<file path="config.mk">
export PLATFORM = sky130hd
export DESIGN_NAME = player_input_capture
export DESIGN_NICKNAME = d
export VERILOG_FILES = /design/src/rtl/player_input_capture.sv
export SDC_FILE = /design/constraint.sdc
export NUM_CORES = 1
export LEC_CHECK = 0
export CAP_MARGIN = 15
export CORE_AREA = 2 2 88 90
export CTS_BUF_LIST = sky130_fd_sc_hd__clkbuf_4 sky130_fd_sc_hd__clkbuf_8
export DETAILED_ROUTE_END_ITERATION = 10
export DIE_AREA = 0 0 90 92
export MAX_ROUTING_LAYER = met4
export PLACE_DENSITY = 0.51
export SKIP_CTS_REPAIR_TIMING = 1
export SLEW_MARGIN = 20
export SYNTH_ARGS = -nofsm -noshare
export SYNTH_HDL_FRONTEND = slang
export SYNTH_SLANG_ARGS = --single-unit
export TNS_END_PERCENT = 100
</file>
<file path="constraint.sdc">
create_clock -name clk_i -period 5.3 [get_ports clk_i]
set_input_delay 0.53 -clock clk_i [delete_from_list [all_inputs] [get_ports clk_i]]
set_output_delay 0.53 -clock clk_i [all_outputs]
set_load 0.02 [all_outputs]
</file>
<file path="src/rtl/player_input_capture.sv">
// -----------------------------------------------------------------------------
// player_input_capture
//
// Collects the player's answer one digit at a time. The digit is set on four
// switches and committed with an active-low pushbutton. The button is
// synchronised and debounced on both edges. Each press emits exactly one
// validated digit with its position in the sequence. A one-cycle done pulse
// follows once the release of the last expected digit has been debounced.
//
// Optional feature, macro PLAYER_INPUT_ECHO_EN:
//   Defining the macro adds echo_num_o / no_echo_num_o. These outputs drive the
//   leftmost display with the synchronised switch value while the player is
//   choosing a digit, so the digit is visible before it is committed.
//
// Ports:
//   clk_i          system clock
//   rst_i          synchronous, active-high reset
//   start_entry_i  one-cycle pulse, arms a new entry from any state
//   seq_length_i   number of digits expected (latched on start, clamped)
//   switches_i     raw digit value, sampled only at commit
//   key_n_i        raw enter button, active-low, asynchronous to clk_i
//   digit_valid_o  one-cycle pulse per committed digit
//   digit_out_o    committed digit, held until the next commit
//   digit_index_o  0-based position of digit_out_o in the sequence
//   bad_digit_o    qualifies digit_valid_o: committed value > 9
//   entry_busy_o   high while an entry is in progress
//   entry_done_o   one-cycle pulse when the last release is debounced
//   echo_num_o     (echo build) synchronised switches while choosing a digit
//   no_echo_num_o  (echo build) blanks the echo display when high
// -----------------------------------------------------------------------------
module player_input_capture #(
  parameter int DEBOUNCE_CYCLES = 500000,
  parameter int MAX_LEN         = 8,
  parameter int CNT_W           = 19
) (
  input  logic       clk_i,
  input  logic       rst_i,
  input  logic       start_entry_i,
  input  logic [3:0] seq_length_i,
  input  logic [3:0] switches_i,
  input  logic       key_n_i,
  output logic       digit_valid_o,
  output logic [3:0] digit_out_o,
  output logic [3:0] digit_index_o,
  output logic       bad_digit_o,
  output logic       entry_busy_o,
  output logic       entry_done_o
`ifdef PLAYER_INPUT_ECHO_EN
  ,
  output logic [3:0] echo_num_o,
  output logic       no_echo_num_o
`endif
);

  typedef enum logic [2:0] {
    ST_IDLE   = 3'd0,
    ST_ARMED  = 3'd1,
    ST_DEB_DN = 3'd2,
    ST_HELD   = 3'd3,
    ST_DEB_UP = 3'd4,
    ST_DONE   = 3'd5
  } state_e;

  localparam logic [CNT_W-1:0] DEB_LAST  = CNT_W'(DEBOUNCE_CYCLES - 1);
  localparam logic [CNT_W-1:0] CNT_ZERO  = CNT_W'(0);
  localparam logic [CNT_W-1:0] CNT_ONE   = CNT_W'(1);
  localparam logic [3:0]       MAX_LEN_C = 4'(MAX_LEN);

  // Requested lengths beyond MAX_LEN are clamped to MAX_LEN.
  function automatic logic [3:0] clamp_len(input logic [3:0] req);
    logic [3:0] res;
    if (req > MAX_LEN_C) begin
      res = MAX_LEN_C;
    end else begin
      res = req;
    end
    return res;
  endfunction

  // Synchroniser stages; both idle at the released (high) level.
  logic             key_meta_q, key_meta_d;
  logic             key_sync_q, key_sync_d;
  logic             press_s;

  state_e           state_q, state_d;
  logic [CNT_W-1:0] deb_cnt_q, deb_cnt_d;
  logic [3:0]       count_q, count_d;
  logic [3:0]       len_q, len_d;
  logic [3:0]       start_len_s;

  logic             digit_valid_q, digit_valid_d;
  logic [3:0]       digit_out_q, digit_out_d;
  logic [3:0]       digit_index_q, digit_index_d;
  logic             bad_digit_q, bad_digit_d;
  logic             entry_busy_q, entry_busy_d;
  logic             entry_done_q, entry_done_d;

`ifdef PLAYER_INPUT_ECHO_EN
  logic [3:0]       sw_meta_q, sw_meta_d;
  logic [3:0]       echo_num_q, echo_num_d;
  logic             no_echo_num_q, no_echo_num_d;
  logic             echo_on_s;
`endif

  assign press_s     = ~key_sync_q;
  assign start_len_s = clamp_len(seq_length_i);

  // Next-state and next-output logic for the synchroniser and entry FSM.
  always_comb begin
    key_meta_d    = key_n_i;
    key_sync_d    = key_meta_q;
    state_d       = state_q;
    deb_cnt_d     = deb_cnt_q;
    count_d       = count_q;
    len_d         = len_q;
    digit_valid_d = 1'b0;
    digit_out_d   = digit_out_q;
    digit_index_d = digit_index_q;
    bad_digit_d   = bad_digit_q;

    if (start_entry_i) begin
      // A new entry overrides whatever the FSM was doing this cycle.
      len_d     = start_len_s;
      count_d   = 4'd0;
      deb_cnt_d = CNT_ZERO;
      if (start_len_s == 4'd0) begin
        state_d = ST_DONE;
      end else begin
        state_d = ST_ARMED;
      end
    end else begin
      case (state_q)
        ST_IDLE: begin
          state_d = ST_IDLE;
        end
        ST_ARMED: begin
          if (press_s) begin
            state_d   = ST_DEB_DN;
            deb_cnt_d = CNT_ZERO;
          end else begin
            state_d = ST_ARMED;
          end
        end
        ST_DEB_DN: begin
          if (!press_s) begin
            state_d = ST_ARMED;
          end else if (deb_cnt_q == DEB_LAST) begin
            // Press is stable: commit the digit exactly once.
            state_d       = ST_HELD;
            digit_valid_d = 1'b1;
            digit_out_d   = switches_i;
            digit_index_d = count_q;
            bad_digit_d   = (switches_i > 4'd9);
            count_d       = count_q + 4'd1;
          end else begin
            deb_cnt_d = deb_cnt_q + CNT_ONE;
          end
        end
        ST_HELD: begin
          if (!press_s) begin
            state_d   = ST_DEB_UP;
            deb_cnt_d = CNT_ZERO;
          end else begin
            state_d = ST_HELD;
          end
        end
        ST_DEB_UP: begin
          if (press_s) begin
            // Bounce on release: back to held, no new digit.
            state_d = ST_HELD;
          end else if (deb_cnt_q == DEB_LAST) begin
            if (count_q == len_q) begin
              state_d = ST_DONE;
            end else begin
              state_d = ST_ARMED;
            end
          end else begin
            deb_cnt_d = deb_cnt_q + CNT_ONE;
          end
        end
        ST_DONE: begin
          state_d = ST_IDLE;
        end
        default: begin
          state_d = ST_IDLE;
        end
      endcase
    end

    entry_busy_d = (state_d == ST_ARMED) || (state_d == ST_DEB_DN) ||
                   (state_d == ST_HELD)  || (state_d == ST_DEB_UP);
    entry_done_d = (state_d == ST_DONE);

`ifdef PLAYER_INPUT_ECHO_EN
    // echo_num_q acts as the second synchroniser stage for the switches.
    sw_meta_d = switches_i;
    echo_on_s = (state_d == ST_ARMED) || (state_d == ST_DEB_DN) ||
                (state_d == ST_HELD);
    if (echo_on_s) begin
      echo_num_d = sw_meta_q;
    end else begin
      echo_num_d = 4'd0;
    end
    no_echo_num_d = ~echo_on_s;
`endif
  end

  // State, counter and registered-output flops with synchronous reset.
  always_ff @(posedge clk_i) begin
    if (rst_i) begin
      key_meta_q    <= 1'b1;
      key_sync_q    <= 1'b1;
      state_q       <= ST_IDLE;
      deb_cnt_q     <= CNT_ZERO;
      count_q       <= 4'd0;
      len_q         <= 4'd0;
      digit_valid_q <= 1'b0;
      digit_out_q   <= 4'd0;
      digit_index_q <= 4'd0;
      bad_digit_q   <= 1'b0;
      entry_busy_q  <= 1'b0;
      entry_done_q  <= 1'b0;
`ifdef PLAYER_INPUT_ECHO_EN
      sw_meta_q     <= 4'd0;
      echo_num_q    <= 4'd0;
      no_echo_num_q <= 1'b1;
`endif
    end else begin
      key_meta_q    <= key_meta_d;
      key_sync_q    <= key_sync_d;
      state_q       <= state_d;
      deb_cnt_q     <= deb_cnt_d;
      count_q       <= count_d;
      len_q         <= len_d;
      digit_valid_q <= digit_valid_d;
      digit_out_q   <= digit_out_d;
      digit_index_q <= digit_index_d;
      bad_digit_q   <= bad_digit_d;
      entry_busy_q  <= entry_busy_d;
      entry_done_q  <= entry_done_d;
`ifdef PLAYER_INPUT_ECHO_EN
      sw_meta_q     <= sw_meta_d;
      echo_num_q    <= echo_num_d;
      no_echo_num_q <= no_echo_num_d;
`endif
    end
  end

  assign digit_valid_o = digit_valid_q;
  assign digit_out_o   = digit_out_q;
  assign digit_index_o = digit_index_q;
  assign bad_digit_o   = bad_digit_q;
  assign entry_busy_o  = entry_busy_q;
  assign entry_done_o  = entry_done_q;
`ifdef PLAYER_INPUT_ECHO_EN
  assign echo_num_o    = echo_num_q;
  assign no_echo_num_o = no_echo_num_q;
`endif

endmodule

</file>
Word level (Yosys, flattened, before mapping) --
Index checks and enable logic that the tools add are counted.
Storage, ports and cells: register bits 44, input bits 12
Operators by class: add/sub/neg operators 2, $lt $le $gt $ge 2, equality and inequality tests 15, multiplexer cells 18, bitwise logic cells 3, reductions and logical operators 10
Operators by type and width (number):
- $mux W19 | 5
- $pmux W19 S4 | 1
- $mux W3 | 8
- $add A19 B1 Y19 const B | 1
- $eq A19 B19 Y1 const B | 1
- $eq A3 B2 Y1 const B | 4
- $pmux W3 S4 | 1
- $eq A3 B3 Y1 const B | 3
- $gt A4 B4 Y1 const B | 2
- $ne A2 B2 Y1 const B | 4
- $eq A3 B1 Y1 const B | 2
- $reduce_and A5 Y1 | 1
- $add A4 B1 Y4 const B | 1
- $eq A4 B4 Y1 | 1
- $logic_not A4 Y1 | 1
- $mux W4 | 1
- $reduce_and A4 Y1 | 1
- $reduce_bool A4 Y1 | 1
- $reduce_or A4 Y1 | 1
- $logic_or A1 B1 Y1 | 3
- $not A1 Y1 | 3
- $reduce_and A3 Y1 | 1
- $mux W2 | 1
- $reduce_or A2 Y1 | 1
- $mux W1 | 1

Longest topological paths before layout --
depth after elaboration 10, mapped depth 8, mapped depth without buffers 7

Worst setup path after synthesis --
No wires, ideal clock.
path type register -> register, start point reg deb_cnt_q[13], end point reg deb_cnt_q[0], data arrival time 2132 ps, required time 5172 ps, path slack 3040 ps, stages on the path, launching flop included 9, path buffers 2, period minus slack after synthesis 2260 ps, cell sequence dfxtp_1 or4b_1 or4_4 buf_6 o21ai_4 buf_4 nand2_1 xnor2_1 nor2_1
Between the ends: word-level cells in the longest chain between the ends 4
Ends and longest elaborated chain:
- start, declared | line 86 | logic [CNT_W-1:0] deb_cnt_q, deb_cnt_d;
- start signal, assigned | line 232 | deb_cnt_q <= deb_cnt_d;
- $eq A19 B19 Y1 * | line 147, 171
- $mux W19 *
- $mux W19, on equally long branches
- $pmux W19 S4 *
Every way passes the cells marked *; elsewhere a longest branch is shown, timed or not. The select of a mux whose other input is x is not followed. A chain may end at the register's enable or synchronous reset.

Final worst setup path --
start point reg deb_cnt_q[0], end point reg deb_cnt_q[17]
Between the ends: word-level cells in the longest chain between the ends 4
Ends and longest elaborated chain:
- $add A19 B1 Y19 / $eq A19 B19 Y1 (equally long branches)
- $mux W19 * | line 147, 171
- $mux W19, on equally long branches | line 168, 145
- $pmux W19 S4 * | line 132 | case (state_q)
Marks and branches as above.

==> results.md <==
* Status: completed
* Peak VDD IR at 139 µV
* Final setup vio count at 0
* Routability cong. at 0.719
* Vias at 1742
* Minimum clock period at 2.60 ns
* Final Max Slew Viols at 0
* Vias per cell at 4.70
* Post-synth cell types at 41
* Vias in the first global route at 1675
* WHS Endpoint: key_sync_q$_SDFF_PP1_
* Unrepaired setup endpoints after global routing: no
* Setup WS post-layout at 2.70 ns
* Clk slew on worst S/H paths at 0.09 ns
* DRC Markers at 0
* CTS root buf: clkbuf_8
* Worst reg2reg path endpoint: deb_cnt_q[17]$_SDFFE_PP0P_
* NetSw at 0.137 mW
* Crit path launch type: register
* Port buffer count at 23
* ANT cells at 0
* Avg Cell Area, Syn at 8.46 µm²
* Sequential power share at 53.3%
* Slew headroom at 48.0%
* Die X at 90 µm
* Clock power frac at 41.2%
* Post-DP HPWL at 3050 µm
* Crit-path max FO at 19
* Synthesized cell area at 0.00212 mm²
* First-pass GRT wire length at 7690 µm
* Crit path kind: register to register
* CTS H-Tree Depth at 2
* P&R area growth vs syn at 19.6%
* Flops & latches, synth at 44
* Core Area at 0.00745 mm²
* TritonCTS clock tree: yes
* Layout cells sized above 1 at 7.43%
* Dpl ws at 2.43 ns
* Initial antenna violation count at 0
* R2r setup slk at 2.70 ns
* Post-layout nets at 282
* Vert. Die Dim at 92 µm
* Tightest Hold Check Type: register to register
* DR pass1 iterations at 4
* Initial Util at 28.5%
* Required @ worst endpoint at 5.49 ns
* Antenna-violating nets left at 0
* GRT Residual Overflow at 0
* Maxcap violations at 0
* Clock skew at 0.00914 ns
* Slew @ Worst Pin at 0.773 ns
* I/O pins at 24
* Comb power frac at 5.5%
* Worst-skew pair later-pin latency at 0.30 ns
* Critical Path AT at 2.79 ns
* Internal power at 0.496 mW
* Worst hold path cell count at 1
* R2R depth at 7
* Largest net degree at the start of global routing at 20
* WL/cell at 11.9 µm
* HP Start: key_meta_q$_SDFF_PP1_
* All-Layer GR Usage at 11.6%
* Fmax at 384 MHz
* P_leak at 0.814 nW
* Switch share at 21.7%
* Final TNS setup at 0 ns
* Mapped Cells at 251
* Die area at 0.00828 mm²
* Clk sink count at 44
* YS warnings at 0
* Seq/Total Area, Yosys at 41.5%
* Ys flop type: dfxtp_1
* Iter 0 DRT Violations at 91
* Crit share post-route at 49.1%
* Final hold vios at 0
* Post-Route WL at 4400 µm
* Post-synth EDFFs at 0
* Ys async rst share at 0%
* Worst Setup SP: deb_cnt_q[0]$_SDFFE_PP0P_
* Rows at 32
* Setup crit end kind: register
* P per Cell Area at 249 mW/mm²
* CTS Buf Count at 5
* Net Count, Synth at 265
* Crit Reg-Reg Startpoint: deb_cnt_q[0]$_SDFFE_PP0P_
* Buffer levels on the longest clock path at 2
[flip-flops by register name, summed over array words and instances, names as in the netlist]
register	count
key_meta_q	1
digit_out_o	4
entry_done_o	1
digit_index_o	4
digit_valid_o	1
state_q	3
entry_busy_o	1
count_q	4
bad_digit_o	1
deb_cnt_q	19
key_sync_q	1
len_q	4
[metal layers]
metal	wire length [µm]	vias to the layer above	track usage [%]
li1	-	898	-
met1	2170	805	14.0
met2	2000	29	18.6
met3	132	10	2.47
met4	99	0	5.51
met5	0	-	-
[power by group through the flow]
stage          registers, mW  logic, mW  clock network, mW
5_1_grt                0.338     0.0383              0.281
2_1_floorplan          0.344     0.0210                  0
6_report               0.338     0.0347              0.261
4_1_cts                0.338     0.0352              0.271
3_3_place_gp           0.345     0.0351                  0
3_5_place_dp           0.345     0.0350                  0
[worst max-delay path, cell delays in order (launching register included)]
cell and delay (ns):
dfxtp_1 0.40, ha_1 0.20, and3_1 0.28, nand3_1 0.35, a211oi_4 0.77, a2111oi_0 0.26
xnor2_1 0.19, nor2_1 0.05
[layout by cell type, fill, tap and decap left out, types with 2 or more instances in the layout]
master,count
and3_1,2
nand2b_1,5
nand2_1,29
dfxtp_1,44
nand4_1,6
nor4_1,5
clkbuf_8,5
a21oi_1,26
nor3_1,5
xor2_1,8
o21ai_0,3
and2_1,2
clkdlybuf4s50_1,23
nand3b_1,3
mux2i_1,2
inv_1,5
a2111oi_0,4
ha_1,2
or2_2,4
nand3_1,9
a211oi_1,4
xnor2_1,21
nor4b_1,2
nor2_1,32
[cell families after synthesis]
| kind of cell | count (synthesis) | synth area share [%] |
|---|---|---|
| XOR/XNOR | 29 | 12.0 |
| adder cells (fa/ha/maj) | 2 | 1.18 |
| AND/OR/NAND/NOR | 112 | 27.2 |
| multiplexers | 2 | 0.943 |
| buffers and inverters | 19 | 4.12 |
| AO/OA/AOI/OAI | 43 | 13.1 |
| flip-flops | 44 | 41.5 |
[synthesized netlist by cell type, types with 2 or more instances]
cell type	count	area share, %
dfxtp_1	44	41
nor2_1	32	5.7
nand2_1	29	5.1
a21oi_1	26	6.1
xnor2_1	21	8.7
clkbuf_1	9	1.6
nand3_1	9	2.1
xor2_1	8	3.3
nand4_1	6	1.8
inv_1	5	0.88
nand2b_1	5	1.5
nor3_1	5	1.2
nor4_1	5	1.5
a2111oi_0	4	1.6
a211oi_1	4	1.4
or2_2	4	1.2
nand3b_1	3	1.1
o21ai_0	3	0.71
and2_1	2	0.59
and3_1	2	0.59
buf_4	2	0.71
ha_1	2	1.2
mux2i_1	2	0.94
nor4b_1	2	0.83
[worst max-delay path by stage]
stage / slack [ns] / depth (start not counted) / endpoint
after floorplan: 3.04 / 8 / deb_cnt_q[0]$_SDFFE_PP0P_
after CTS: 2.41 / 6 / deb_cnt_q[17]$_SDFFE_PP0P_
after global placement: 2.49 / 6 / deb_cnt_q[17]$_SDFFE_PP0P_
final: 2.70 / 7 / deb_cnt_q[17]$_SDFFE_PP0P_
after global routing: 2.48 / 7 / deb_cnt_q[17]$_SDFFE_PP0P_
after detailed placement: 2.43 / 7 / deb_cnt_q[17]$_SDFFE_PP0P_
[through the flow]
step                      area (µm²)  total power, mW  cells  hold slack (ns)  utilization (%)
after floorplan                 2120            0.365    251            0.389                -
after global placement          2420            0.381    363            0.402             32.5
after detailed placement        2420            0.380    363            0.397             32.5
after CTS                       2530            0.644    371            0.418             34.0
after global routing            2540            0.657    371            0.444             34.1
final                           2540            0.633    371            0.414             34.1
[layout make-up]
| class | instances | area, µm² |
|---|---|---|
| Fill cell | 805 | 4910 |
| Tap cell | 102 | 128 |
| Sequential cell | 44 | 881 |
| Inverter | 5 | 18.8 |
| Clock inverter | 2 | 35.0 |
| Timing Repair Buffer | 24 | 238 |
| Multi-Input combinational cell | 188 | 1160 |
| Clock buffer | 6 | 76.3 |
Power figures use the tool's default switching activity.
